File: src/rtl/hazard_unit_pkg.sv
// Shared hazard-control codes, FSM states and stage-control bundle
// for the hazard unit and the stage registers it drives.
package hazard_unit_pkg;

  localparam int HAZD_CTL_WIDTH = 2;
  localparam int REG_IDX_W      = 5;

  typedef logic [HAZD_CTL_WIDTH-1:0] hazd_ctl_t;

  localparam hazd_ctl_t HAZD_CTL_NORMAL = 2'b00;
  localparam hazd_ctl_t HAZD_CTL_RETRY  = 2'b01;
  localparam hazd_ctl_t HAZD_CTL_NO_OP  = 2'b10;

  typedef enum logic [1:0] {
    ST_RUN      = 2'd0,
    ST_MEM_WAIT = 2'd1,
    ST_PAUSE    = 2'd2
  } hz_state_t;

  typedef struct packed {
    hazd_ctl_t pc;
    hazd_ctl_t if_id;
    hazd_ctl_t id_ex;
    hazd_ctl_t ex_mem;
    hazd_ctl_t mem_wb;
  } hz_set_t;

  function automatic hz_set_t hz_normal();
    hz_set_t s;
    s.pc     = HAZD_CTL_NORMAL;
    s.if_id  = HAZD_CTL_NORMAL;
    s.id_ex  = HAZD_CTL_NORMAL;
    s.ex_mem = HAZD_CTL_NORMAL;
    s.mem_wb = HAZD_CTL_NORMAL;
    return s;
  endfunction

  // mem_wb gets a bubble so a held instruction never writes back twice
  function automatic hz_set_t hz_freeze();
    hz_set_t s;
    s.pc     = HAZD_CTL_RETRY;
    s.if_id  = HAZD_CTL_RETRY;
    s.id_ex  = HAZD_CTL_RETRY;
    s.ex_mem = HAZD_CTL_RETRY;
    s.mem_wb = HAZD_CTL_NO_OP;
    return s;
  endfunction

  function automatic hz_set_t hz_drop();
    hz_set_t s;
    s        = hz_freeze();
    s.ex_mem = HAZD_CTL_NORMAL;
    return s;
  endfunction

  function automatic hz_set_t hz_load_use();
    hz_set_t s;
    s.pc     = HAZD_CTL_RETRY;
    s.if_id  = HAZD_CTL_RETRY;
    s.id_ex  = HAZD_CTL_NO_OP;
    s.ex_mem = HAZD_CTL_NORMAL;
    s.mem_wb = HAZD_CTL_NORMAL;
    return s;
  endfunction

endpackage

File: src/rtl/hazard_unit_if.sv
// Hazard-control bus from the hazard unit to the fetch block and
// the four pipeline stage registers.
interface hazard_unit_if;
  import hazard_unit_pkg::*;

  hazd_ctl_t pc_hazard;
  hazd_ctl_t if_id_hazard;
  hazd_ctl_t id_ex_hazard;
  hazd_ctl_t ex_mem_hazard;
  hazd_ctl_t mem_wb_hazard;
  logic      ignore_no_op;

  modport master (
    output pc_hazard,
    output if_id_hazard,
    output id_ex_hazard,
    output ex_mem_hazard,
    output mem_wb_hazard,
    output ignore_no_op
  );

  modport slave (
    input pc_hazard,
    input if_id_hazard,
    input id_ex_hazard,
    input ex_mem_hazard,
    input mem_wb_hazard,
    input ignore_no_op
  );

endinterface

File: src/rtl/hazard_unit_load_use_detect.sv
// Combinational load-use comparator between the ID consumer and
// the EX load.
module load_use_detect
  import hazard_unit_pkg::*;
(
  input  logic                 id_no_op,
  input  logic [REG_IDX_W-1:0] id_rs,
  input  logic [REG_IDX_W-1:0] id_rt,
  input  logic                 id_uses_rs,
  input  logic                 id_uses_rt,
  input  logic                 ex_no_op,
  input  logic                 ex_mem_read,
  input  logic [REG_IDX_W-1:0] ex_dest,
  output logic                 hazard
);

  logic producer;
  logic rs_hit;
  logic rt_hit;

  // r0 is hardwired zero, so a load into it never creates a dependency
  assign producer = ex_mem_read & ~ex_no_op & ~id_no_op
                  & (ex_dest != '0);

  assign rs_hit = id_uses_rs & (id_rs == ex_dest);
  assign rt_hit = id_uses_rt & (id_rt == ex_dest);

  assign hazard = producer & (rs_hit | rt_hit);

endmodule

File: src/rtl/hazard_unit.sv
// Pipeline hazard controller: load-use bubbles, slow-memory freeze
// with timeout, external pause and a saturating stall counter.
module hazard_unit
  import hazard_unit_pkg::*;
#(
  parameter int MEM_TIMEOUT = 255,
  parameter int TIMEOUT_W   = 8,
  parameter int STALL_CNT_W = 16
) (
  input  logic                   clk,
  input  logic                   rst,
  input  logic                   id_no_op,
  input  logic [REG_IDX_W-1:0]   id_rs,
  input  logic [REG_IDX_W-1:0]   id_rt,
  input  logic                   id_uses_rs,
  input  logic                   id_uses_rt,
  input  logic                   ex_no_op,
  input  logic                   ex_mem_read,
  input  logic [REG_IDX_W-1:0]   ex_dest,
  input  logic                   mem_req,
  input  logic                   mem_ack,
  input  logic                   pause_req,
  hazard_unit_if.master          hz,
  output logic                   paused,
  output logic                   mem_timeout,
  output logic [STALL_CNT_W-1:0] stall_count
);

  localparam logic [TIMEOUT_W-1:0] TMO_LIMIT =
    TIMEOUT_W'(MEM_TIMEOUT);

  hz_state_t            state_q;
  hz_state_t            state_d;
  logic [TIMEOUT_W-1:0] cnt_q;
  logic [TIMEOUT_W-1:0] cnt_d;
  hz_set_t              ctl;
  logic                 load_use;
  logic                 tmo_hit;
  logic                 prev_retry_q;
  logic                 stalling;

  load_use_detect u_lud (
    .id_no_op    (id_no_op),
    .id_rs       (id_rs),
    .id_rt       (id_rt),
    .id_uses_rs  (id_uses_rs),
    .id_uses_rt  (id_uses_rt),
    .ex_no_op    (ex_no_op),
    .ex_mem_read (ex_mem_read),
    .ex_dest     (ex_dest),
    .hazard      (load_use)
  );

  always_comb begin
    state_d = state_q;
    cnt_d   = cnt_q;
    ctl     = hz_normal();
    tmo_hit = 1'b0;
    unique case (state_q)
      ST_RUN: begin
        if (mem_req & ~mem_ack) begin
          ctl     = hz_freeze();
          cnt_d   = '0;
          state_d = ST_MEM_WAIT;
        end else begin
          if (load_use)
            ctl = hz_load_use();
          if (pause_req)
            state_d = ST_PAUSE;
        end
      end
      ST_MEM_WAIT: begin
        if (mem_ack) begin
          cnt_d   = '0;
          state_d = pause_req ? ST_PAUSE : ST_RUN;
        end else if (cnt_q == TMO_LIMIT) begin
          // give up on the device: let ex_mem move past the access
          ctl     = hz_drop();
          tmo_hit = 1'b1;
          cnt_d   = '0;
          state_d = ST_RUN;
        end else begin
          ctl   = hz_freeze();
          cnt_d = cnt_q + 1'b1;
        end
      end
      ST_PAUSE: begin
        ctl = hz_freeze();
        if (!pause_req)
          state_d = ST_RUN;
      end
      default: begin
        state_d = ST_RUN;
        cnt_d   = '0;
      end
    endcase
    if (rst)
      ctl = hz_normal();
  end

  always_ff @(posedge clk or posedge rst) begin
    if (rst) begin
      state_q <= ST_RUN;
      cnt_q   <= '0;
    end else begin
      state_q <= state_d;
      cnt_q   <= cnt_d;
    end
  end

  assign stalling = (ctl.pc != HAZD_CTL_NORMAL);

  always_ff @(posedge clk or posedge rst) begin
    if (rst) begin
      prev_retry_q <= 1'b0;
      mem_timeout  <= 1'b0;
      stall_count  <= '0;
    end else begin
      prev_retry_q <= (ctl.if_id == HAZD_CTL_RETRY);
      mem_timeout  <= tmo_hit;
      if (stalling && (stall_count != '1))
        stall_count <= stall_count + 1'b1;
    end
  end

  assign hz.pc_hazard     = ctl.pc;
  assign hz.if_id_hazard  = ctl.if_id;
  assign hz.id_ex_hazard  = ctl.id_ex;
  assign hz.ex_mem_hazard = ctl.ex_mem;
  assign hz.mem_wb_hazard = ctl.mem_wb;

  // IF refetches the held slot once the stall lifts; its bubble flag is stale
  assign hz.ignore_no_op = (ctl.if_id == HAZD_CTL_NORMAL)
                         & prev_retry_q;

  assign paused = (state_q == ST_PAUSE);

endmodule

File: src/flat_wrapper.sv
// flat-port wrapper written by rule: the top's interface ports become plain ports
module hazard_unit_flat import hazard_unit_pkg::*;
#(
  parameter int MEM_TIMEOUT = 255,
  parameter int TIMEOUT_W   = 8,
  parameter int STALL_CNT_W = 16
)
  (clk, rst, id_no_op, id_rs, id_rt, id_uses_rs, id_uses_rt, ex_no_op, ex_mem_read, ex_dest, mem_req, mem_ack, pause_req, paused, mem_timeout, stall_count, hz_pc_hazard, hz_if_id_hazard, hz_id_ex_hazard, hz_ex_mem_hazard, hz_mem_wb_hazard, hz_ignore_no_op);
  hazard_unit_if hz_i ();
  input  logic clk;
  input  logic rst;
  input  logic id_no_op;
  input  logic [REG_IDX_W-1:0] id_rs;
  input  logic [REG_IDX_W-1:0] id_rt;
  input  logic id_uses_rs;
  input  logic id_uses_rt;
  input  logic ex_no_op;
  input  logic ex_mem_read;
  input  logic [REG_IDX_W-1:0] ex_dest;
  input  logic mem_req;
  input  logic mem_ack;
  input  logic pause_req;
  output logic paused;
  output logic mem_timeout;
  output logic [STALL_CNT_W-1:0] stall_count;
  output wire logic [$bits(hz_i.pc_hazard)-1:0] hz_pc_hazard;
  output wire logic [$bits(hz_i.if_id_hazard)-1:0] hz_if_id_hazard;
  output wire logic [$bits(hz_i.id_ex_hazard)-1:0] hz_id_ex_hazard;
  output wire logic [$bits(hz_i.ex_mem_hazard)-1:0] hz_ex_mem_hazard;
  output wire logic [$bits(hz_i.mem_wb_hazard)-1:0] hz_mem_wb_hazard;
  output wire logic [$bits(hz_i.ignore_no_op)-1:0] hz_ignore_no_op;
  assign hz_pc_hazard = hz_i.pc_hazard;
  assign hz_if_id_hazard = hz_i.if_id_hazard;
  assign hz_id_ex_hazard = hz_i.id_ex_hazard;
  assign hz_ex_mem_hazard = hz_i.ex_mem_hazard;
  assign hz_mem_wb_hazard = hz_i.mem_wb_hazard;
  assign hz_ignore_no_op = hz_i.ignore_no_op;
  hazard_unit #(.MEM_TIMEOUT(MEM_TIMEOUT), .TIMEOUT_W(TIMEOUT_W), .STALL_CNT_W(STALL_CNT_W)) u_core (.clk(clk), .rst(rst), .id_no_op(id_no_op), .id_rs(id_rs), .id_rt(id_rt), .id_uses_rs(id_uses_rs), .id_uses_rt(id_uses_rt), .ex_no_op(ex_no_op), .ex_mem_read(ex_mem_read), .ex_dest(ex_dest), .mem_req(mem_req), .mem_ack(mem_ack), .pause_req(pause_req), .hz(hz_i), .paused(paused), .mem_timeout(mem_timeout), .stall_count(stall_count));
endmodule
File: config.mk
export PLATFORM = sky130hd
export DESIGN_NAME = hazard_unit_flat
export DESIGN_NICKNAME = d
export VERILOG_FILES = /design/src/rtl/hazard_unit_pkg.sv /design/src/rtl/hazard_unit_if.sv /design/src/rtl/hazard_unit_load_use_detect.sv /design/src/rtl/hazard_unit.sv /design/src/flat_wrapper.sv
export SDC_FILE = /design/constraint.sdc
export NUM_CORES = 1
export LEC_CHECK = 0
export ABC_AREA = 1
export CORE_ASPECT_RATIO = 1.4
export CORE_MARGIN = 2
export CORE_UTILIZATION = 40
export CTS_CLUSTER_DIAMETER = 60
export DETAILED_ROUTE_END_ITERATION = 6
export GPL_ROUTABILITY_DRIVEN = 0
export HOLD_SLACK_MARGIN = 0.12
export PLACE_DENSITY_LB_ADDON = 0.1
export SLEW_MARGIN = 20
export SYNTH_ARGS = -nofsm -noshare
export SYNTH_HDL_FRONTEND = slang
export SYNTH_SLANG_ARGS = --single-unit
File: constraint.sdc
create_clock -name clk -period 3.85 [get_ports clk]
set_clock_uncertainty 0.1 [all_clocks]
set_input_delay 0.385 -clock clk [delete_from_list [all_inputs] [get_ports clk]]
set_output_delay 0.385 -clock clk [all_outputs]
set_load 0.1 [all_outputs]
## Yosys cells after proc, flatten, opt, wreduce, memory -nomap -nowiden

Cells that the tools add are included.

- Flip-flop bits (word level): 28
- Logic and storage cells: 58

- Add/sub/neg operators: 2
- Eq/ne operators: 11
- Mux-type cells: 20
- Bitwise operators: 13
- Reductions and logical operators: 7

Operators by type and width:

| operator | count |
|---|---|
| 10-bit 2-to-1 mux | 3 |
| 10-bit case mux with 3 select lines | 1 |
| 8-bit 2-to-1 mux | 3 |
| 8-bit case mux with 3 select lines | 1 |
| 16-bit by 1-bit adder with 16-bit output, second input constant | 1 |
| 16-bit inequality test, second input constant | 1 |
| 2-bit 2-to-1 mux | 6 |
| 5-bit equality test | 2 |
| 9-bit 2-to-1 mux | 1 |
| 8-bit by 1-bit adder with 8-bit output, second input constant | 1 |
| 1-bit bitwise AND | 8 |
| 8-bit equality test, second input constant | 1 |
| 3-bit by 2-bit inequality test with 1-bit output, second input constant | 2 |
| 2-bit case mux with 3 select lines | 1 |
| 5-bit nonzero test | 1 |
| 2-bit by 1-bit equality test with 1-bit output, second input constant | 2 |
| 2-bit logical NOT | 2 |
| 1-bit inverter | 4 |
| 1-bit 2-to-1 mux | 3 |
| 3-bit 2-to-1 mux | 1 |
| 3-bit AND reduction | 1 |
| 2-bit equality test, second input constant | 1 |
| 2-bit by 1-bit inequality test with 1-bit output, second input constant | 1 |
| 2-bit inequality test, second input constant | 1 |
| other kinds (4) | 4 |

## Logic depth before layout (Yosys ltp)

Gate-level depths: netlist of run 1.

- Depth in word-level cells: 11
- Mapped depth: 12

## By module

From an unflattened synthesis of run 1, not the netlist that was laid out.

- Cells, all modules: 318
- Area, all modules: 2073.2 um^2

By module, submodules not included:

| module | instances | cells each | area each (um^2) | sequential area each (um^2) |
|---|---|---|---|---|
| hazard_unit | 1 | 261 | 1851.8 | 700.7 |
| load_use_detect | 1 | 57 | 221.5 | 0.0 |

## Least setup slack after synthesis of run 1

Ideal clock, no wire load.

- Path kind: input to output
- Start point: input port rst
- End point: output port hz_ignore_no_op
- Arrival time: 2.760 ns
- Required time: 3.365 ns
- Path slack: 0.605 ns
- Stages: 8
- Path buffers: 2
- Cells stage by stage: inv_1 nand4_1 a21oi_1 nand2_1 nand2_2 buf_4 buf_6 nor2_1

- Cells in the longest elaborated chain, start to end: 3

Ends and longest elaborated chain:

| item | line | RTL |
|---|---|---|
| start, declared | flat_wrapper.sv:11 | `input logic rst;` |
| 10-bit 2-to-1 mux | hazard_unit.sv:97 | `if (rst)` |
| 2-bit logical NOT | hazard_unit.sv:133 | `assign hz.ignore_no_op = (ctl.if_id == HAZD_CTL_NORMAL)` |
| 1-bit bitwise AND | hazard_unit.sv:134 | `& prev_retry_q;` |
| end, declared | flat_wrapper.sv:31 | `output wire logic [$bits(hz_i.ignore_no_op)-1:0] hz_ignore_no_op;` |

No other way between the ends.

## Worst setup path after layout of run 1

Same ends and word-level chain as after synthesis.

==> flow_metrics.py, run 1 <==
metrics = {
    "timing": {
        "rsz0062_at_grt": "no",
        "max_freq_mhz": 363,
        "finalSetupViolations": 0,
        "fin_crit_sh_pct": 71.6,
        "hold_violations": 0,
        "setup-tns-final_ns": 0,
        "slew_viol_final": 0,
        "tightest_slew_ns": 0.995,
        "slew_headroom_pct": 33.5,
        "finalCriticalPeriod_ns": 2.76,
    },
    "logic_synthesis": {
        "synth_edf_count": 0,
        "syn_avg_cell_area_um2": 6.79,
        "synth_flop_cell": "dfrtp_1",
        "async_reset_ff_share_pct": 100,
        "ys_warn_count": 0,
        "syn_inst": 285,
        "yosysSeqAreaShare_pct": 36.2,
        "netlist_area_um2": 1940,
        "ys_types": 31,
        "ys_ff_latch": 28,
    },
    "die": {
        "coreArea_um2": 4610,
        "dieWidth_um": 62.8,
        "design.portCount": 54,
        "rows": 29,
        "initial_utilization_pct": 42.0,
        "die_y_um": 86.3,
        "die-area_um2": 5420,
    },
    "global_route": {
        "grt_max_degree": 23,
        "grt_pass1_wl_mm": 8.06,
        "grt_usage_pct": 18.1,
        "gr-total-overflow": 0,
        "antenna_found_initial": 0,
        "grt_pass1_vias": 1881,
    },
    "clock_tree": {
        "ctsHoldBuffers": 0,
        "clkTransAtPathRegs_ns": 0.10,
        "tritoncts": "yes",
        "htreeDepth": 1,
        "cts.sinks": 28,
        "post_cts_buffers": 0,
        "insertion_delay_ns": 0.27,
        "root_buffer": "clkbuf_8",
        "clockBufferDepth": 2,
        "postCtsResizedCells": 0,
        "cts_buffers": 3,
    },
    "place": {
        "detailed_place_hpwl_mm": 3.43,
        "placed_cell_area_um2": 2440,
        "portBuffers": 49,
    },
    "routing": {
        "vias_per_cell": 4.67,
        "wl_per_cell_um": 11.2,
        "drc": 0,
        "vias": 1835,
        "initialDrtViolationCount": 88,
        "wl_mm": 4.42,
        "drtPass1Iterations": 4,
        "ant_nets": 0,
    },
    "power_and_ir_drop": {
        "cellInternalPower_uw": 606,
        "seqPwrFrac_pct": 29.1,
        "pwr-share-comb_pct": 57.1,
        "p_leak_nw": 1.30,
        "powerDensity_nw_per_um2": 522,
        "p_sw_uw": 699,
        "swShare_pct": 53.5,
        "vdd_ir_drop_max_v": 0.000333,
        "clkPwrFrac_pct": 13.8,
    },
    "setup_path": {
        "path_max_fanout": 22,
        "critPathKind": "in2out",
        "end_kind": "output pin",
        "worstPathRequired_ns": 3.37,
        "cp.arrival_ns": 2.27,
        "startpoint_type": "input port",
    },
    "layout": {
        "area_growth_pct": 29.0,
        "insertedDiodeCount": 0,
        "fill_cells": 487,
        "seq_area_um2": 701,
        "nNetsFinal": 359,
        "stdcell_area_um2": 2500,
        "multi_input_area_um2": 1010,
        "drive_above_1_share_pct": 6.34,
        "fin_util_pct": 54.2,
    },
    "job": {
        "max-cap-violations": 0,
    },
    "hold_path": {
        "hp-class": "in2async",
    },
    "status": {
        "status": "finished, final reports clean",
    },
}
stage by stage:
stage | total power, mW | setup WS [ns] | hold WS, ns | cells
2_1_floorplan | 0.975 | 0.605 | 0.367 | 288
3_3_place_gp | 1.13 | 1.08 | 0.390 | 389
3_5_place_dp | 1.13 | 1.06 | 0.400 | 389
4_1_cts | 1.32 | 1.06 | 0.352 | 393
5_1_grt | 1.39 | 0.863 | 0.380 | 393
6_report | 1.30 | 1.09 | 0.346 | 393
cell type report:
type	instances	area share, %
clock buffers	4	2.20
inverters	40	6.01
multi-input cells	209	40.4
flip-flops and latches	28	28.1
well taps	62	3.11
repair buffers	50	20.2
worst max-delay path, stage by stage:
cell and delay, ns:
clkdlybuf4s50_1 0.41, inv_1 0.37, nand4_1 0.14, a21oi_1 0.14, nand2_1 0.09, nand2_2 0.39
nor2_1 0.08, buf_4 0.25
path summary, 6_finish.rpt:
kind                                                   startpoint                           endpoint  slack (ns)  cells after the start
worst max-delay path                                          rst                    hz_ignore_no_op        1.09                      8
worst min-delay path                                          rst        u_core.cnt_q[5]$_DFFE_PP0P_        0.35                      2
worst max register to register  u_core.stall_count[0]$_DFFE_PP0P_  u_core.stall_count[7]$_DFFE_PP0P_        1.86                      7
worst min register to register        u_core.cnt_q[0]$_DFFE_PP0P_        u_core.cnt_q[0]$_DFFE_PP0P_        0.41                      1
max in group asynchronous                                     rst  u_core.stall_count[7]$_DFFE_PP0P_        2.66                      3
min in group clk                      u_core.cnt_q[0]$_DFFE_PP0P_        u_core.cnt_q[0]$_DFFE_PP0P_        0.41                      1
synth_stat cells, types with 2 or more instances:
cell type / count / share of area, %
nor2_1: 34 / 6.6
inv_2: 2 / 0.39
xnor2_1: 4 / 1.8
a21oi_1: 4 / 1.0
ha_1: 2 / 1.3
a31oi_1: 3 / 0.97
nand3_1: 28 / 7.2
xor2_1: 9 / 4.1
nand4_1: 2 / 0.65
nor3_1: 5 / 1.3
o21ai_0: 2 / 0.52
buf_6: 2 / 1.2
nand2_2: 2 / 0.65
inv_1: 38 / 7.4
buf_4: 8 / 3.1
dfrtp_1: 28 / 36
nand2_1: 98 / 19
power by group through the flow:
| stage | Sequential (mW) | Clock, mW | Combinational (mW) |
|---|---|---|---|
| final | 0.379 | 0.181 | 0.745 |
| after floorplan | 0.531 | 0 | 0.444 |
| after detailed placement | 0.385 | 0 | 0.749 |
| after CTS | 0.379 | 0.189 | 0.750 |
| after global placement | 0.385 | 0 | 0.744 |
| after global routing | 0.389 | 0.200 | 0.799 |
layer usage:
| metal | track usage [%] | vias up | share of wire (%) |
|---|---|---|---|
| li1 | - | 965 | - |
| met1 | 21.6 | 833 | 43 |
| met2 | 33.4 | 33 | 52 |
| met3 | 2.86 | 4 | 3.7 |
| met4 | 5.45 | 0 | 1.1 |
| met5 | 0 | - | 0 |
flip-flops by register name, summed over array words and instances, names as in the netlist:
name / cells
u_core.stall_count: 16
u_core.cnt_q: 8
u_core.state_q: 2
u_core.mem_timeout: 1
u_core.prev_retry_q: 1
placed cells by master (no fill, tap or decap), drive strengths merged:
cell             n
nand2          101
clkdlybuf4s50   42
inv             40
nor2            35
nand3           28
dfrtp           28
xor2             9
buf              8
nor3             7
a21oi            4
xnor2            4
conb             4
clkbuf           4
a31oi            3
nand4            3
o21ai            2
ha               2
a22o             1
nand3b           1
a32o             1
o21bai           1
o211ai           1
o22ai            1
nor3b            1
cell families (layout without fill, tap and decap cells):
family	count (synthesis)	count (layout)	share of synthesized area [%]
simple gates	176	176	39.6
fa+ha+maj	2	2	1.29
compound gates	14	14	4.59
other cells	1	4	0.194
buf+inv	51	94	12.3
xor+xnor	13	13	5.88
flops	28	28	36.2
No activity file was read; power rests on OpenSTA's default activity.
==> run 2, diff against run 1 <==
- clock period: 3.85 -> 2.4 ns (I/O delays scaled with it)
==> run 2 against run 1 <==
Effect of this change:
- clock power grew 110%
- sequential power is 61% higher
- wire length increased by 1.1%
- first-iteration DRC count down 51%
- sequential cell count unchanged
- total power grew 72%
- worst hold slack lost 0.014 ns
- via count decreased by 0.82%
- global-route usage down 0.93 points
- cell count rose by 0.51%
- critical path depth is 1 lower
- register-to-register slack worse by 1.5 ns
- critical endpoint is now hz_ex_mem_hazard[0]
==> flow_metrics.py, run 2 (synthesis gave the netlist of run 1 again) <==
metrics = {
    "timing": {
        "setup-tns-final_ns": 0,
        "setup_ws_ns": 0.258,
        "slew_viol_final": 0,
        "finalCriticalPeriod_ns": 2.14,
        "fin_crit_sh_pct": 89.3,
        "rsz0062_at_grt": "no",
        "hold_violations": 0,
        "max_freq_mhz": 467,
        "finalSetupViolations": 0,
    },
    "setup_path": {
        "critPathKind": "reg2out",
        "startpoint_type": "flop",
        "path_max_fanout": 4,
        "end_kind": "output pin",
        "worstPathRequired_ns": 2.06,
        "cp.arrival_ns": 1.80,
    },
    "die": {
        "die-area_um2": 5420,
        "rows": 29,
        "coreArea_um2": 4610,
        "design.portCount": 54,
        "die_y_um": 86.3,
        "initial_utilization_pct": 42.0,
        "dieWidth_um": 62.8,
    },
    "routing": {
        "wl_met3_um": 195,
        "met1Wirelength_mm": 1.81,
        "drc": 0,
        "vias": 1820,
        "wl_mm": 4.47,
        "ant_nets": 0,
        "maxUsedRoutingLayer": "met4",
        "vias_per_cell": 4.61,
        "initialDrtViolationCount": 43,
        "drtPass1Iterations": 4,
        "wl_per_cell_um": 11.3,
        "wl_met2_mm": 2.42,
    },
    "layout": {
        "mostFrequentLayoutCells": "nand2_1 (98), inv_1 (38), nor2_1 (32)",
        "area_growth_pct": 32.1,
        "multi_input_area_um2": 1020,
        "seq_area_um2": 701,
        "insertedDiodeCount": 0,
        "stdcell_area_um2": 2560,
        "nNetsFinal": 361,
        "final_common_cell": "nand2_1",
        "fill_cells": 477,
        "drive_above_1_share_pct": 13.2,
        "top_register": "u_core.stall_count",
        "top_regs": "u_core.stall_count: 16 flops, u_core.cnt_q: 8 flops, u_core.state_q: 2 flops",
        "largest_reg_flops": 16,
    },
    "place": {
        "portBuffers": 49,
        "detailed_place_hpwl_mm": 3.57,
        "post-place-ws_ns": 0.269,
        "placed_cell_area_um2": 2490,
    },
    "power_and_ir_drop": {
        "pwr-share-comb_pct": 56.2,
        "swShare_pct": 50.9,
        "powerDensity_nw_per_um2": 879,
        "p_sw_mw": 1.14,
        "clkPwrFrac_pct": 16.6,
        "cellInternalPower_mw": 1.10,
        "total_power_mw": 2.25,
        "seqPwrFrac_pct": 27.1,
        "p_leak_nw": 1.36,
        "vdd_ir_drop_max_v": 0.000505,
    },
    "clock_tree": {
        "cts_buffers": 3,
        "clockBufferDepth": 2,
        "cts.sinks": 28,
        "clkTransAtPathRegs_ns": 0.10,
        "htreeDepth": 1,
        "insertion_delay_ns": 0.28,
        "post_cts_buffers": 0,
        "postCtsResizedCells": 0,
        "ctsHoldBuffers": 0,
        "root_buffer": "clkbuf_8",
        "tritoncts": "yes",
    },
    "global_route": {
        "antenna_found_initial": 0,
        "gr-total-overflow": 0,
        "grt_usage_pct": 17.2,
        "grt_pass1_vias": 1766,
        "grt_max_degree": 29,
        "grt_pass1_wl_mm": 7.60,
    },
    "job": {
        "max-cap-violations": 0,
    },
    "status": {
        "status": "finished, final reports clean",
    },
    "hold_path": {
        "hp-class": "in2async",
    },
}
## run 2: changes by cell type in the layout (fill, tap and decap cells not counted), sizes merged
cell           previous run  this run
buf                       8        28
clkdlybuf4s50            42        24
bufinv                    0         1
clkbuf                    4         3
## run 2: area by class of cell
type / instances / area share [%]
repair buffers: 52 / 21.0
flip-flops and latches: 28 / 27.4
well taps: 62 / 3.03
clock buffers: 3 / 1.61
inverters: 40 / 5.87
clock inverters: 1 / 1.17
multi-input cells: 209 / 39.9
## run 2: worst max-delay path, cell delays in order (launching register included)
cell,delay (ns)
dfrtp_1,0.42
ha_1,0.20
nand3_1,0.09
nor2_1,0.18
nand3_1,0.15
nand2_1,0.17
a31oi_2,0.13
buf_12,0.18
## run 2: metrics by stage
stage	util, %	hold slack [ns]	std cells
floorplan	-	0.222	288
global placement	54.0	0.405	391
detailed placement	54.0	0.417	391
CTS	55.5	0.361	395
global route	55.5	0.411	395
finish	55.5	0.332	395
## run 2: path summary, 6_finish.rpt
path / start / end / slack, ns / cells past startpoint
max reg2reg: u_core.stall_count[0]$_DFFE_PP0P_ / u_core.stall_count[8]$_DFFE_PP0P_ / 0.37 / 7
min in group clk: u_core.cnt_q[0]$_DFFE_PP0P_ / u_core.cnt_q[0]$_DFFE_PP0P_ / 0.43 / 1
min reg2reg: u_core.cnt_q[0]$_DFFE_PP0P_ / u_core.cnt_q[0]$_DFFE_PP0P_ / 0.43 / 1
max: u_core.cnt_q[0]$_DFFE_PP0P_ / hz_ex_mem_hazard[0] / 0.26 / 7
min: rst / u_core.stall_count[4]$_DFFE_PP0P_ / 0.33 / 3
max in group asynchronous: rst / u_core.prev_retry_q$_DFF_PP0_ / 1.60 / 3
## run 2: power by group through the flow
stage / Clock (mW) / Sequential [mW] / Combinational [mW]
CTS: 0.381 / 0.611 / 1.28
global route: 0.401 / 0.622 / 1.34
detailed placement: 0 / 0.621 / 1.27
finish: 0.374 / 0.610 / 1.27
global placement: 0 / 0.620 / 1.27
floorplan: 0 / 0.852 / 0.720
## run 2: metal layers
| layer | vias to the layer above | GRT usage (%) |
|---|---|---|
| met4 | 0 | 4.85 |
| li1 | 963 | - |
| met2 | 40 | 33.3 |
| met3 | 4 | 2.99 |
| met1 | 813 | 19.0 |
| met5 | - | 0 |
==> run 3, diff against run 2 <==
- CORE_UTILIZATION: 40 -> 43
- GPL_TIMING_DRIVEN: not set -> 0
- SLEW_MARGIN: 20 -> not set
==> run 3 against run 2 <==
Effect of this change:
- wire length rose by 3.8%
- worst hold slack improved by 0.084 ns
- sequential power hardly changed
- die area shrank 6.6%
- core utilization up 6.5 points
- sequential share of layout area is 0.97 points lower
- maximum frequency fell by 6.7%
- sequential cell count did not move
- setup slack lost 0.15 ns
- non-clock buffer count rose by 10
- critical endpoint is now stall_count[2]
==> flow_metrics.py, run 3 (synthesis gave the netlist of run 1 again) <==
metrics = {
    "die": {
        "dieWidth_um": 60.7,
        "design.portCount": 54,
        "rows": 28,
        "die_y_um": 83.4,
        "die-area_um2": 5060,
        "coreArea_um2": 4270,
        "initial_utilization_pct": 45.3,
    },
    "place": {
        "placed_cell_area_um2": 2520,
        "detailed_place_hpwl_mm": 3.54,
        "dp.cells": 397,
        "portBuffers": 49,
    },
    "routing": {
        "drtPass1Iterations": 4,
        "vias_per_cell": 4.68,
        "ant_nets": 0,
        "vias": 1891,
        "initialDrtViolationCount": 45,
        "wl_mm": 4.64,
        "drc": 0,
        "wl_per_cell_um": 11.5,
    },
    "layout": {
        "nNetsFinal": 372,
        "mostFrequentLayoutCells": "nand2_1 (98), clkdlybuf4s50_1 (39), inv_1 (37)",
        "top_register": "u_core.stall_count",
        "top_regs": "u_core.stall_count: 16 flops, u_core.cnt_q: 8 flops, u_core.state_q: 2 flops",
        "drive_above_1_share_pct": 10.5,
        "final_cell_count_no_fill": 404,
        "area_growth_pct": 37.0,
        "fill_cells": 420,
        "stdcell_area_um2": 2650,
        "insertedDiodeCount": 0,
        "final_common_cell": "nand2_1",
        "largest_reg_flops": 16,
    },
    "clock_tree": {
        "cts.sinks": 28,
        "root_buffer": "clkbuf_8",
        "tritoncts": "yes",
        "clockBufferDepth": 2,
        "insertion_delay_ns": 0.27,
        "htreeDepth": 1,
        "clkTransAtPathRegs_ns": 0.10,
        "cts_buffers": 3,
    },
    "setup_path": {
        "end_kind": "output pin",
        "cp.arrival_ns": 1.96,
        "worstPathRequired_ns": 2.06,
        "path_cells": "clkdlybuf4s50_1",
        "critPathKind": "reg2out",
        "critPathBufInv": 1,
        "slowest_delay_ns": 1.18,
        "path_max_fanout": 7,
        "worst_path_max_delay_cell": "clkdlybuf4s50_1",
        "startpoint_type": "flop",
        "crit_family": "buffers and inverters",
    },
    "global_route": {
        "grt_pass1_wl_mm": 7.72,
        "grt_pass1_vias": 1786,
        "gr-total-overflow": 0,
        "antenna_found_initial": 0,
        "grt_max_degree": 17,
        "grt_usage_pct": 19.3,
    },
    "timing": {
        "slew_viol_final": 0,
        "rsz0062_at_grt": "no",
        "tightest_slew_ns": 0.987,
        "slew_headroom_pct": 34.0,
        "finalCriticalPeriod_ns": 2.30,
        "finalSetupViolations": 0,
        "max_freq_mhz": 436,
        "fin_crit_sh_pct": 95.6,
        "hold_violations": 0,
    },
    "job": {
        "max-cap-violations": 0,
    },
    "status": {
        "status": "finished, final reports clean",
    },
    "hold_path": {
        "hp-class": "reg2reg",
    },
    "power_and_ir_drop": {
        "powerDensity_nw_per_um2": 844,
        "total_power_mw": 2.24,
        "vdd_ir_drop_max_v": 0.000663,
        "p_leak_nw": 1.38,
    },
}
[run 3: cell types whose count changed in the layout (fill, tap and decap cells not counted), sizes merged]
cell,before,now
buf,28,15
clkdlybuf4s15,0,3
clkdlybuf4s50,24,39
clkinvlp,0,2
dlygate4sd2,0,1
dlygate4sd3,0,2
dlymetal6s2s,0,2
inv,40,39
[run 3: path summary, 6_finish.rpt]
path                                                   startpoint                                  to  slack [ns]  cells after the start
min in group asynchronous                                     rst   u_core.stall_count[5]$_DFFE_PP0P_        0.54                      4
max in group asynchronous                                     rst         u_core.cnt_q[2]$_DFFE_PP0P_        1.20                      3
worst min register to register        u_core.cnt_q[0]$_DFFE_PP0P_         u_core.cnt_q[0]$_DFFE_PP0P_        0.42                      1
worst max register to register  u_core.stall_count[0]$_DFFE_PP0P_  u_core.stall_count[15]$_DFFE_PP0P_        0.39                      7
worst min-delay path                  u_core.cnt_q[0]$_DFFE_PP0P_         u_core.cnt_q[0]$_DFFE_PP0P_        0.42                      1
worst max-delay path            u_core.stall_count[2]$_DFFE_PP0P_                      stall_count[2]        0.10                      1
[run 3: stage by stage]
stage | setup TNS, ns | worst slack (ns) | util, % | hold WS, ns
after floorplan | -0.149 | -0.0977 | - | 0.222
after global placement | -13.79 | -1.66 | 59.0 | 0.390
after detailed placement | -15.05 | -1.71 | 59.0 | 0.410
after CTS | 0 | 0.0124 | 61.5 | 0.371
after global routing | 0 | 0.00971 | 62.0 | 0.431
final | 0 | 0.105 | 62.0 | 0.416
[run 3: final cells by class]
class / instances / area (µm²) / share of cell area, %
multi-input cells: 209 / 1020 / 38.5
clock buffers: 3 / 41.3 / 1.56
repair inverters: 1 / 5.00 / 0.189
clock inverters: 1 / 30.0 / 1.13
repair buffers: 52 / 542 / 20.4
well taps: 60 / 75.1 / 2.83
plain buffers: 10 / 83.8 / 3.16
flip-flops and latches: 28 / 701 / 26.4
inverters: 40 / 154 / 5.80
[run 3: power breakdown]
group	switching, mW	total, mW	leakage [nW]	internal, mW
combinational	0.921	1.26	0.959	0.339
clock	0.144	0.367	0.0357	0.223
sequential	0.0766	0.612	0.382	0.535
[run 3: timing repair]
action / CTS / global route
hold buffers: 0 / 2
gates cloned: 1 / 0
endpoints found under the setup margin: 21 / 4
endpoints found under the hold margin: 0 / 22
pin swaps: 0 / 1
setup buffers: 1 / 0
gates resized for setup: 41 / 4
[run 3: metal layers]
layer,part of all wire [%],wire length [µm],track usage [%]
met4,1.3,61,4.94
met1,42,1970,23.1
met3,4.1,192,2.02
met2,52,2420,35.0
met5,0,0,0
